===== src/rtl/ae_pkg.sv =====
`default_nettype none
// ============================================================================
// ae_pkg : shared autoencoder constants and the RUN/DONE state encoding
// Revision: 1.0
// ============================================================================
package ae_pkg;

   localparam int unsigned DATA_W_DEF    = 16;
   localparam int unsigned SENTINEL_CODE = 342;
   localparam int unsigned MAX_EPOCH_DEF = 10000;
   localparam int unsigned CNT_W_DEF     = 14;

   typedef enum logic [0:0] {
      ST_RUN  = 1'b0,
      ST_DONE = 1'b1
   } ae_state_t;

   // True when a CNT_W-bit counter can hold the value max without wrapping.
   function automatic bit cnt_fits(input int unsigned w, input int unsigned max);
      longint unsigned cap;
      if (w >= 32) return 1'b1;
      cap = (64'd1 << w) - 64'd1;
      return (cap >= 64'(max));
   endfunction

endpackage
`default_nettype wire


===== src/rtl/sat_counter.sv =====
`default_nettype none
// ============================================================================
// sat_counter : up-counter that stops at MAX, with synchronous clear
// Revision: 1.0
// ============================================================================
module sat_counter
   import ae_pkg::*;
#(
   parameter int unsigned CNT_W = CNT_W_DEF,
   parameter int unsigned MAX   = MAX_EPOCH_DEF
) (
   input  logic             clk,
   input  logic             rst,
   input  logic             inc,
   input  logic             clr,
   output logic [CNT_W-1:0] count,
   output logic             at_max
);

   localparam logic [CNT_W-1:0] c_max    = CNT_W'(MAX);
   localparam logic [CNT_W-1:0] c_max_m1 = CNT_W'(MAX - 1);
   localparam logic [CNT_W-1:0] c_one    = CNT_W'(1);

   logic [CNT_W-1:0] r_count;

   always_ff @(posedge clk or posedge rst) begin
      if (rst) begin
         r_count <= '0;
      end else if (clr) begin
         r_count <= '0;
      end else if (inc && (r_count != c_max)) begin
         r_count <= r_count + c_one;
      end
   end

   assign count = r_count;

   // Looks one edge ahead: high when already saturated or when this cycle's
   // increment lands on MAX, so a controller can change state on that edge.
   assign at_max = (r_count == c_max) || (inc && !clr && (r_count == c_max_m1));

endmodule
`default_nettype wire


===== src/rtl/epoch_gate.sv =====
`default_nettype none
// ============================================================================
// epoch_gate : registered sample gate that swaps epoch delimiters, counts
//              epochs and freezes after MAX_EPOCH of them until restarted
// Revision: 1.0
// ============================================================================
module epoch_gate
   import ae_pkg::*;
#(
   parameter int unsigned              DATA_W    = DATA_W_DEF,
   parameter logic [DATA_W-1:0]        SENTINEL  = DATA_W'(SENTINEL_CODE),
   parameter logic [DATA_W-1:0]        REPLACE   = '0,
   parameter int unsigned              MAX_EPOCH = MAX_EPOCH_DEF,
   parameter int unsigned              CNT_W     = CNT_W_DEF
) (
   input  logic              clk,
   input  logic              rst,
   input  logic              restart,
   input  logic              in_valid,
   input  logic [DATA_W-1:0] data_in,
   output logic              out_valid,
   output logic [DATA_W-1:0] data_out,
   output logic              epoch_pulse,
   output logic [CNT_W-1:0]  epoch_cnt,
   output logic              done
);

   generate
      if (MAX_EPOCH < 1) begin : g_bad_max_epoch
         $error("epoch_gate: MAX_EPOCH must be at least 1");
      end
      if (!cnt_fits(CNT_W, MAX_EPOCH)) begin : g_bad_cnt_w
         $error("epoch_gate: CNT_W too narrow to hold MAX_EPOCH");
      end
   endgenerate

   ae_state_t         r_state;
   ae_state_t         w_state_d;
   logic [DATA_W-1:0] r_data_out;
   logic [DATA_W-1:0] w_data_d;
   logic              r_out_valid;
   logic              w_valid_d;
   logic              r_epoch_pulse;
   logic              w_pulse_d;

   logic              w_is_delim;
   logic              w_inc;
   logic              w_at_max;

   assign w_is_delim = (data_in == SENTINEL);
   assign w_inc      = (r_state == ST_RUN) && in_valid && w_is_delim && !restart;

   sat_counter #(
      .CNT_W (CNT_W),
      .MAX   (MAX_EPOCH)
   ) u_epoch_counter (
      .clk    (clk),
      .rst    (rst),
      .inc    (w_inc),
      .clr    (restart),
      .count  (epoch_cnt),
      .at_max (w_at_max)
   );

   always_ff @(posedge clk or posedge rst) begin
      if (rst) begin
         r_state       <= ST_RUN;
         r_data_out    <= '0;
         r_out_valid   <= 1'b0;
         r_epoch_pulse <= 1'b0;
      end else begin
         r_state       <= w_state_d;
         r_data_out    <= w_data_d;
         r_out_valid   <= w_valid_d;
         r_epoch_pulse <= w_pulse_d;
      end
   end

   always_comb begin
      w_state_d = r_state;
      w_data_d  = r_data_out;
      w_valid_d = 1'b0;
      w_pulse_d = 1'b0;
      if (restart) begin
         // A beat arriving alongside restart is dropped on purpose.
         w_state_d = ST_RUN;
         w_data_d  = '0;
      end else begin
         case (r_state)
            ST_RUN: begin
               if (in_valid) begin
                  w_valid_d = 1'b1;
                  if (w_is_delim) begin
                     w_data_d  = REPLACE;
                     w_pulse_d = 1'b1;
                     if (w_at_max) begin
                        w_state_d = ST_DONE;
                     end
                  end else begin
                     w_data_d = data_in;
                  end
               end
            end
            ST_DONE: begin
               // Frozen: data_out keeps REPLACE, count stays at MAX_EPOCH.
            end
         endcase
      end
   end

   assign out_valid   = r_out_valid;
   assign data_out    = r_data_out;
   assign epoch_pulse = r_epoch_pulse;
   assign done        = (r_state == ST_DONE);

endmodule
`default_nettype wire

===== config.mk =====
export PLATFORM = sky130hd
export DESIGN_NAME = epoch_gate
export DESIGN_NICKNAME = d
export VERILOG_FILES = /design/src/rtl/ae_pkg.sv /design/src/rtl/sat_counter.sv /design/src/rtl/epoch_gate.sv
export SDC_FILE = /design/constraint.sdc
export NUM_CORES = 1
export LEC_CHECK = 0
export CAP_MARGIN = 5
export CELL_PAD_IN_SITES_DETAIL_PLACEMENT = 2
export CELL_PAD_IN_SITES_GLOBAL_PLACEMENT = 2
export CORE_MARGIN = 2
export CORE_UTILIZATION = 32
export CTS_BUF_LIST = sky130_fd_sc_hd__clkbuf_8
export CTS_CLUSTER_DIAMETER = 150
export DETAILED_ROUTE_END_ITERATION = 8
export HOLD_SLACK_MARGIN = 0.12
export PLACE_DENSITY = 0.83
export SLEW_MARGIN = 10
export SYNTH_ARGS = -nofsm -noshare
export SYNTH_HDL_FRONTEND = slang
export SYNTH_HIERARCHICAL = 1
export SYNTH_SLANG_ARGS = --single-unit

===== constraint.sdc =====
create_clock -name clk -period 3.1 [get_ports clk]
set_input_delay 0.465 -clock clk [delete_from_list [all_inputs] [get_ports clk]]
set_output_delay 0.465 -clock clk [all_outputs]
set_load 0.01 [all_outputs]

-- After elaboration in Yosys (flattened, before gate mapping)
Cells that the tools add are included.
- output and inout bits: 33
- register bits: 33
- bits of input ports: 20
- word-level logic and storage cells: 41
- mux-type cells: 18
- equal/unequal tests: 5
- bitwise logic cells: 1
- reductions and logical operators: 11
- add/sub/neg operators: 1
- operator list (kind ; number):
    $mux 16 ; 4
    $eq 14x14->1 const B ; 2
    $mux 14 ; 2
    $eq 16x9->1 const B ; 1
    $add 14x1->14 const B ; 1
    $ne 14x14->1 const B ; 1
    $mux 1 ; 12
    $logic_and 1x1->1 ; 6
    $reduce_bool 2->1 ; 2
    $ne 2x2->1 const B ; 1
    $reduce_and 2->1 ; 1
    $logic_not 1->1 ; 1
    $logic_or 1x1->1 ; 1
    $not 1->1 ; 1

-- Longest topological paths before layout
Gate-level depths: netlist of run 1.
- depth in word-level cells: 12
- depth in mapped cells: 9
- mapped depth without buffers: 8

-- Hierarchy
Netlist of run 1, hierarchy kept.
- modules (own cells, without submodules) (module ; area an instance (um^2) ; cells each ; seq. area each (um^2) ; instances):
    sat_counter ; 848.3 ; 84 ; 350.3 ; 1
    epoch_gate ; 765.7 ; 50 ; 475.5 ; 1

-- Least setup slack after synthesis of run 1
OpenSTA, ideal clock, no wires.
- path kind: input port to flip-flop
- start point: input port data_in[13]
- end point: register u_epoch_counter.r_count[13], in the netlist u_epoch_counter/count[13]
- library setup time: 0.078 ns
- path buffers: 2
- arrival: 2.119 ns
- required time: 3.022 ns
- cell stages on the path: 9
- setup slack: 0.903 ns
- cells stage by stage: nor4b_2 > nand4_2 > and2b_1 > buf_6 > and4_1 > clkbuf_1 > nand3_1 > nor4_1 > o21bai_1
- longest elaborated chain between the ends: 5
- RTL lines (what ; RTL line ; text):
    start, declared ; epoch_gate.sv:20 ; input logic [DATA_W-1:0] data_in,
    $eq 16x9->1 ; epoch_gate.sv:50 ; assign w_is_delim = (data_in == SENTINEL);
    $logic_and 1x1->1 (2 in a row) ; epoch_gate.sv:51 ; assign w_inc = (r_state == ST_RUN) && in_valid && w_is_delim && !restart;
    via w_inc ; epoch_gate.sv:47 ; logic w_inc;
    $logic_and 1x1->1 ; sat_counter.sv:31 ; end else if (inc && (r_count != c_max)) begin
    $reduce_bool 2->1 (no source line) ; n/a ;
    end signal, assigned ; sat_counter.sv:32 ; r_count <= r_count + c_one;
    end, declared ; sat_counter.sv:24 ; logic [CNT_W-1:0] r_count;
The timed path passes the listed nets, and every way through them passes these cells.
A chain may end at the register's enable or synchronous reset.

-- Final worst setup path of run 1
- start point: input port data_in[13]
- end point: register r_state, in the netlist done
- longest elaborated chain between the ends: 11
- RTL lines (what ; RTL line ; text):
    $eq 16x9->1 ; epoch_gate.sv:50 ;
    $logic_and 1x1->1 (2 in a row) ; epoch_gate.sv:51 ;
    via w_inc ; epoch_gate.sv:47 ;
    $logic_and 1x1->1 (2 in a row) ; sat_counter.sv:40 ; assign at_max = (r_count == c_max) || (inc && !clr && (r_count == c_max_m1));
    $logic_or 1x1->1 ; sat_counter.sv:40 ;
    via w_at_max ; epoch_gate.sv:48 ; logic w_at_max;
    $mux 1 ; epoch_gate.sv:96 ; if (w_at_max) begin
    $mux 1 ; epoch_gate.sv:93 ; if (w_is_delim) begin
    $mux 1 ; epoch_gate.sv:91 ; if (in_valid) begin
    $mux 1 ; epoch_gate.sv:89 ; case (r_state)
    $mux 1 ; epoch_gate.sv:84 ; if (restart) begin
    via w_state_d ; epoch_gate.sv:38 ; ae_state_t w_state_d;
    end signal, assigned ; epoch_gate.sv:72 ; r_state <= w_state_d;
    end, declared ; epoch_gate.sv:37 ; ae_state_t r_state;
The timed path passes the listed nets, and every way through them passes these cells.

==> summary.txt, run 1 <==
Clock tree
  • Clock slew at the register clock pins of the worst setup and hold paths: 70 ps
  • Worst-Skew Late Latency: around 290 ps
  • Clock root buffer master: sky130_fd_sc_hd__clkbuf_8
  • CTS tree: built
  • CTS H-tree depth: 2
  • # clock sinks: 33
  • Cells resized by post-CTS repair: 0
  • Setup fix buffers added after clock tree synthesis: 0
  • Number of buffers inserted during clock tree synthesis: 5
  • Hold bufs inserted after CTS: 0
  • Max Root-Sink Buffers: 2

Final layout
  • Area taken by multi-input logic gates: about 710 um2
  • Fill count: 494
  • Final non-filler cell total: 258
  • Layout cells sized above 1: 0.115
  • Ant. Diodes: 0
  • Post-layout util: 0.483
  • Area taken by flip-flops and latches: between 800 and 900 um2
  • Area added between synthesis and finish: 43.3%
  • NumNets Final: between 200 and 250

Global route
  • Wire length of the first global-routing pass: between 8000 and 9000 um
  • Antenna violations before repair: 0
  • Total grt overflow: 0
  • GRT Util Overall: 0.197
  • Pin count of the biggest net entering global routing: 20
  • Number of global-route vias before repair: about 1600

Placed design
  • Placed cells: between 200 and 300
  • GP Congestion: ~0.74
  • Detailed placer's ending HPWL: roughly 3600 um
  • Quantity of I/O buffers inserted on ports: 52

Timing
  • Hold WS: around 520 ps
  • Period minus WS final: ~2500 ps
  • Fin. Hold Viols: 0
  • Endpoints failing setup: 0
  • Number of max-slew violations in the final report: 0
  • Slew at the pin with the worst max-slew slack: between 700 and 800 ps
  • Tcrit/Tclk final: 0.817
  • Largest clock skew in the final design: 8.00 ps
  • Setup repair after global routing missed its margin: no
  • Highest clock rate: a little under 0.4 GHz
  • Total Neg Setup Slack: 0 ps
  • Max_slew headroom: 0.480

Run status
  • Result of the run: complete, no violations

Power and ir drop
  • Share of total power in the clock network: 0.432
  • Switching share of power: 0.223
  • P_sw: about 0.00022 W
  • Share of power burned in combinational logic: 0.105
  • Worst-case vdd ir drop: between 200 and 250 uV
  • Int Pwr: 0.000759 W
  • Ratio of total power to cell area: 422 nW/um2
  • Sequential cell fraction of total power: 0.463
  • Leakage power: just under 1 nW

Route
  • Routed length per placed instance: roughly 19 um
  • Number of nets with antenna violations after detailed routing: 0
  • Via density per instance: 5.20
  • Remaining DRCs: 0
  • Starting DRT DRC Count: 32
  • Post-Route WL: approximately 5000 um
  • TritonRoute pass-1 iters: 4
  • Via count: roughly 1300

Setup path
  • Data required, critical path: around 3300 ps
  • First element of the critical path: data_in[13]
  • Critical Path Sink Type: register
  • Startpoint of the worst-slack reg-to-reg timing path: done
  • Worst Reg2Reg Path Length in Cells: 7
  • Arrival time at the worst endpoint: ~2700 ps
  • Maximum fanout along the worst path: 7
  • Slack of the worst reg-to-reg path: between 1000 and 1500 ps
  • Critical path launch point type: input pin
  • End point of the critical path: done
  • R2r endpoint: done
  • Start-to-end type of the worst setup path: in -> reg

Yosys
  • YS warnings: 6
  • Share of cell area taken by muxes after synthesis: 0.00620
  • Flop and latch count out of synthesis: 33
  • Sequential fraction of the synthesis area: 0.512
  • Xor and xnor area share after synthesis: 0.0597
  • Count of mapped cells out of synthesis: 134
  • Number of flops mapped to enable cells by yosys: 0
  • Post-synthesis net count: roughly 160
  • Number of library cell types mapped by synthesis: 37
  • Synth Area in Adders: 0.0233
  • Largest family of logic cells by synthesized area: simple AND/OR/NAND/NOR gates
  • Area fraction in compound gates after synthesis: 0.133
  • Netlist area before placement: 1610 um2
  • Avg Inst Size Synth: roughly 12 um2
  • Post-synth ARST share: 1.00
  • Area share of and/or/nand/nor cells after synthesis: 0.220
  • Synth Flop Type: sky130_fd_sc_hd__dfrtp_1

Die
  • Initial core utilization: 0.337
  • Number of top-level pins: 53
  • Area of the core region: about 4800 um2
  • Overall die width: ~75 um
  • Die Area: 5630 um2
  • Number of rows created at floorplan: 25
  • Die extent in y: 75.0 um

Worst hold path
  • Hold Crit Class: reg -> reg

Job
  • Maxcap violations: 0
cells in the mapped netlist (2+ instances only):
cell type	instances	area, um2
sky130_fd_sc_hd__a22o_1	11	96.3
sky130_fd_sc_hd__buf_4	2	15.0
sky130_fd_sc_hd__xor2_1	9	78.8
sky130_fd_sc_hd__a32o_1	5	50.1
sky130_fd_sc_hd__and3_1	4	25.0
sky130_fd_sc_hd__and2b_1	2	15.0
sky130_fd_sc_hd__nor2_1	13	48.8
sky130_fd_sc_hd__and4bb_2	2	25.0
sky130_fd_sc_hd__a21oi_1	2	10.0
sky130_fd_sc_hd__nand4_1	5	31.3
sky130_fd_sc_hd__dfrtp_1	33	826
sky130_fd_sc_hd__nand3_1	6	30.0
sky130_fd_sc_hd__inv_1	6	22.5
sky130_fd_sc_hd__xnor2_1	2	17.5
sky130_fd_sc_hd__clkbuf_1	3	11.3
sky130_fd_sc_hd__nand2_1	3	11.3
sky130_fd_sc_hd__and4_1	3	26.3
sky130_fd_sc_hd__or3_1	2	12.5
sky130_fd_sc_hd__ha_1	3	37.5
area by class of cell:
type,count,area share
timing repair buffer,56,0.238
clock buffer,6,0.0357
clock inverter,2,0.0146
tap,67,0.0362
multi-input combinational,88,0.309
sequential,33,0.357
inverter,6,0.00973
placed cells by master (no fill, tap or decap), types with 2 or more instances in the layout:
cell type,n
sky130_fd_sc_hd__clkdlybuf4s50_1,52
sky130_fd_sc_hd__dfrtp_1,33
sky130_fd_sc_hd__nor2_1,13
sky130_fd_sc_hd__a22o_1,11
sky130_fd_sc_hd__xor2_1,9
sky130_fd_sc_hd__inv_1,7
sky130_fd_sc_hd__clkbuf_8,6
sky130_fd_sc_hd__nand3_1,6
sky130_fd_sc_hd__a32o_1,5
sky130_fd_sc_hd__nand4_1,5
sky130_fd_sc_hd__buf_4,4
sky130_fd_sc_hd__and3_1,4
sky130_fd_sc_hd__nand2_1,3
sky130_fd_sc_hd__and4_1,3
sky130_fd_sc_hd__ha_1,3
sky130_fd_sc_hd__and4bb_2,2
sky130_fd_sc_hd__and2b_1,2
sky130_fd_sc_hd__or3_1,2
sky130_fd_sc_hd__a21oi_1,2
sky130_fd_sc_hd__xnor2_1,2
critical path, cell delays in order:
cell and delay (ps):
sky130_fd_sc_hd__clkdlybuf4s50_1 450, sky130_fd_sc_hd__nor4b_2 360, sky130_fd_sc_hd__nand4_2 170, sky130_fd_sc_hd__and2b_1 350
sky130_fd_sc_hd__nand4_1 170, sky130_fd_sc_hd__or3_1 370, sky130_fd_sc_hd__a21oi_1 170, sky130_fd_sc_hd__nand3b_1 90
sky130_fd_sc_hd__o22ai_1 140
layer usage:
metal	part of all wire	vias to the layer above	track usage	wire length, um
met2	0.50	54	0.336	2490
met5	0	-	0	0
met1	0.41	674	0.227	2020
met3	0.064	14	0.0723	319
li1	-	599	-	-
met4	0.025	0	0.0694	124
state kept, by name, indices dropped and copies added (netlist names):
name,count
data_out,16
u_epoch_counter/count,14
done,1
epoch_pulse,1
out_valid,1
worst min-delay path by stage:
stage / from / endpoint / slack [ps] / cells after the start
finish: data_out[13] / data_out[13] / 520 / 1
global route: data_out[4] / data_out[4] / 540 / 1
CTS: data_out[3] / data_out[3] / 520 / 1
detailed placement: data_out[3] / data_out[3] / 500 / 1
global placement: data_out[2] / data_out[2] / 480 / 1
floorplan: rst / u_epoch_counter/count[0] / 350 / 1
stage by stage:
stage                     power, W  worst slack, ps  area [um2]
after floorplan           0.000493              903        1610
after global placement    0.000557              514        2200
after detailed placement  0.000562              326        2200
after CTS                 0.000984              566        2310
after global routing       0.00102              398        2310
final                     0.000977              569        2310
power by group through the flow:
stage               sequential [W]  clock [W]  combinational [W]
finish                    0.000452   0.000422           0.000103
global route              0.000453   0.000453           0.000110
CTS                       0.000452   0.000428           0.000105
detailed placement        0.000459          0           0.000104
global placement          0.000458          0          0.0000990
floorplan                 0.000464          0          0.0000296
cell families (layout without fill, tap and decap cells):
logic type | Yosys count | after routing
and+or+nand+nor | 50 | 50
DFF | 33 | 33
AOI/OAI and AO/OA | 23 | 23
buffers and inverters | 13 | 70
xor gates and xnor gates | 11 | 11
adders and majority gates | 3 | 3
muxes | 1 | 1
Note: power is estimated with default switching activity, not from simulation.
==> run 2: changes to the inputs <==
CORE_UTILIZATION = 30   (was 32)
PLACE_DENSITY = 0.78   (was 0.83)
clock period = 2.36 ns   (was 3.1 ns; I/O delays follow)
==> run 2 against run 1 <==
Net effect: power rose by 15%; utilization fell by 3.5 points; critical path depth did not move; combinational power rose by 31%; largest power group unchanged; largest cell class unchanged.
==> summary.txt, run 2 (same netlist as run 1, synthesis figures left out) <==
Clock tree
  • Hold bufs inserted after CTS: 0 (unchanged)
  • Number of buffers inserted during clock tree synthesis: 5 (unchanged)
  • Setup fix buffers added after clock tree synthesis: 0 (unchanged)
  • Clock slew at the register clock pins of the worst setup and hold paths: 70 ps (about the same)
  • Clock root buffer master: sky130_fd_sc_hd__clkbuf_8
  • # clock sinks: 33 (unchanged)
  • CTS H-tree depth: 2 (unchanged)
  • Max Root-Sink Buffers: 2 (unchanged)
  • Cells resized by post-CTS repair: 0 (unchanged)
  • Worst-Skew Late Latency: 280 ps (about the same)
  • CTS tree: built

Die
  • Number of rows created at floorplan: 26 (+4.0%)
  • Overall die width: 77.4 um (+3.1%)
  • Number of top-level pins: 53 (unchanged)
  • Die Area: 5980 um2 (+6.3%)
  • Area of the core region: 5140 um2 (+7.4%)
  • Initial core utilization: 0.314 (-0.0232)
  • Die extent in y: 77.4 um (+3.1%)

Route
  • Number of nets with antenna violations after detailed routing: 0 (unchanged)
  • Via count: 1351 (+0.75%)
  • Remaining DRCs: 0 (unchanged)
  • TritonRoute pass-1 iters: 4 (unchanged)
  • Via density per instance: 5.12 (-1.5%)
  • Post-Route WL: 4920 um (-0.67%)
  • Routed length per placed instance: 18.6 um (-2.9%)
  • Starting DRT DRC Count: 58 (+81%)

Timing
  • Number of max-slew violations in the final report: 0 (unchanged)
  • Setup repair after global routing missed its margin: no
  • Tcrit/Tclk final: 0.910
  • Max_slew headroom: 0.500 (+0.0205)
  • Slew at the pin with the worst max-slew slack: 750 ps (-30.7 ps)
  • Highest clock rate: approximately 0.47 GHz
  • Endpoints failing setup: 0 (unchanged)
  • Period minus WS final: ~2100 ps
  • Fin. Hold Viols: 0 (unchanged)
  • Largest clock skew in the final design: 4.43 ps (-3.58 ps)

Final layout
  • Most frequent standard cell in the layout excluding fill and tap cells: sky130_fd_sc_hd__clkdlybuf4s50_1
  • Layout cells sized above 1: 0.119 (+0.00337)
  • Ant. Diodes: 0 (unchanged)
  • Post-route standard cell area excluding fillers: 2300 um2 (-0.43%)
  • Area taken by multi-input logic gates: 714 um2 (unchanged)
  • Area taken by flip-flops and latches: 826 um2 (unchanged)
  • NumNets Final: 216 (+1.4%)
  • Post-layout util: 0.448 (-0.0352)
  • Area added between synthesis and finish: 42.7%
  • Fill count: 548 (+11%)
  • Commonest non-fill, non-tap cells in the layout: sky130_fd_sc_hd__clkdlybuf4s50_1, sky130_fd_sc_hd__dfrtp_1, sky130_fd_sc_hd__nor2_1, sky130_fd_sc_hd__a22o_1
  • Flip-flop count of the largest register after layout: 16 (unchanged)

Run status
  • Result of the run: complete, no violations

Power and ir drop
  • Ratio of total power to cell area: 486 nW/um2 (+15%)
  • Worst-case vdd ir drop: 318 uV (+32%)
  • Total power: 0.00112 W (+15%)
  • Leakage power: 0.986 nW (+0.45%)

Setup path
  • Start-to-end type of the worst setup path: in -> reg
  • Critical Path Sink Type: register
  • Arrival time at the worst endpoint: 2350 ps (-380 ps)
  • Data required, critical path: 2560 ps (-740 ps)
  • Critical path launch point type: input pin
  • Maximum fanout along the worst path: 3 (-4)

Worst hold path
  • Hold Crit Class: in -> async

Global route
  • Total grt overflow: 0 (unchanged)
  • Number of global-route vias before repair: 1568 (-1.2%)
  • Pin count of the biggest net entering global routing: 20 (unchanged)
  • Antenna violations before repair: 0 (unchanged)
  • GRT Util Overall: 0.176 (-0.0205)
  • Wire length of the first global-routing pass: 8170 um (+0.50%)

Job
  • Maxcap violations: 0 (unchanged)

Placed design
  • Detailed placer's ending HPWL: 3830 um (+5.6%)
  • Placement Cell Area: 2220 um2 (+1.2%)
  • GP Congestion: 0.779 (+4.6%)
  • Quantity of I/O buffers inserted on ports: 52 (unchanged)
[run 2: critical path, stage by stage]
cell	delay, ps
sky130_fd_sc_hd__clkdlybuf4s50_1	430
sky130_fd_sc_hd__nor4b_2	310
sky130_fd_sc_hd__nand4_2	140
sky130_fd_sc_hd__and2b_1	270
sky130_fd_sc_hd__nand4_1	150
sky130_fd_sc_hd__or3_1	340
sky130_fd_sc_hd__a21oi_1	160
sky130_fd_sc_hd__nand3b_1	90
sky130_fd_sc_hd__o22ai_1	120
[run 2: cell type report]
cell class	instances	area share
Inverter	6	0.00978
Tap cell	70	0.0380
Sequential cell	33	0.359
Clock buffer	5	0.0299
Multi-Input combinational cell	88	0.310
Clock inverter	3	0.00489
Timing Repair Buffer	59	0.249
[run 2: path summary, 6_finish.rpt]
kind | slack, ps | cells past startpoint | from | endpoint
min in group clk | 500 | 1 | data_out[1] | data_out[1]
max reg2reg | 610 | 6 | u_epoch_counter/count[0] | u_epoch_counter/count[1]
max | 210 | 9 | data_in[13] | done
min | 470 | 2 | rst | u_epoch_counter/count[6]
min reg2reg | 500 | 1 | data_out[1] | data_out[1]
max in group asynchronous | 1350 | 2 | rst | data_out[1]
[run 2: metrics by stage]
stage / setup TNS, ps / setup slack [ps] / std cells / hold slack (ps)
floorplan: 0 / 240 / 134 / 243
global placement: 0 / 26.7 / 256 / 476
detailed placement: -323 / -94.1 / 256 / 491
CTS: 0 / 208 / 264 / 496
global route: 0 / 82.4 / 264 / 517
finish: 0 / 212 / 264 / 468
[run 2: report_power, final]
part | internal, W | switching, W | leakage (nW) | total, W
clock | 0.000196 | 0.000195 | 0.0519 | 0.000391
combinational | 0.0000743 | 0.0000603 | 0.484 | 0.000135
sequential | 0.000582 | 0.0000103 | 0.449 | 0.000593
[run 2: metal layers]
| metal | vias to the layer above | GRT usage | wire length [um] | part of all wire |
|---|---|---|---|---|
| li1 | 611 | - | - | - |
| met1 | 691 | 0.207 | 1950 | 0.40 |
| met2 | 41 | 0.301 | 2580 | 0.52 |
| met3 | 8 | 0.0628 | 306 | 0.062 |
| met4 | 0 | 0.0554 | 78 | 0.016 |
| met5 | - | 0 | 0 | 0 |
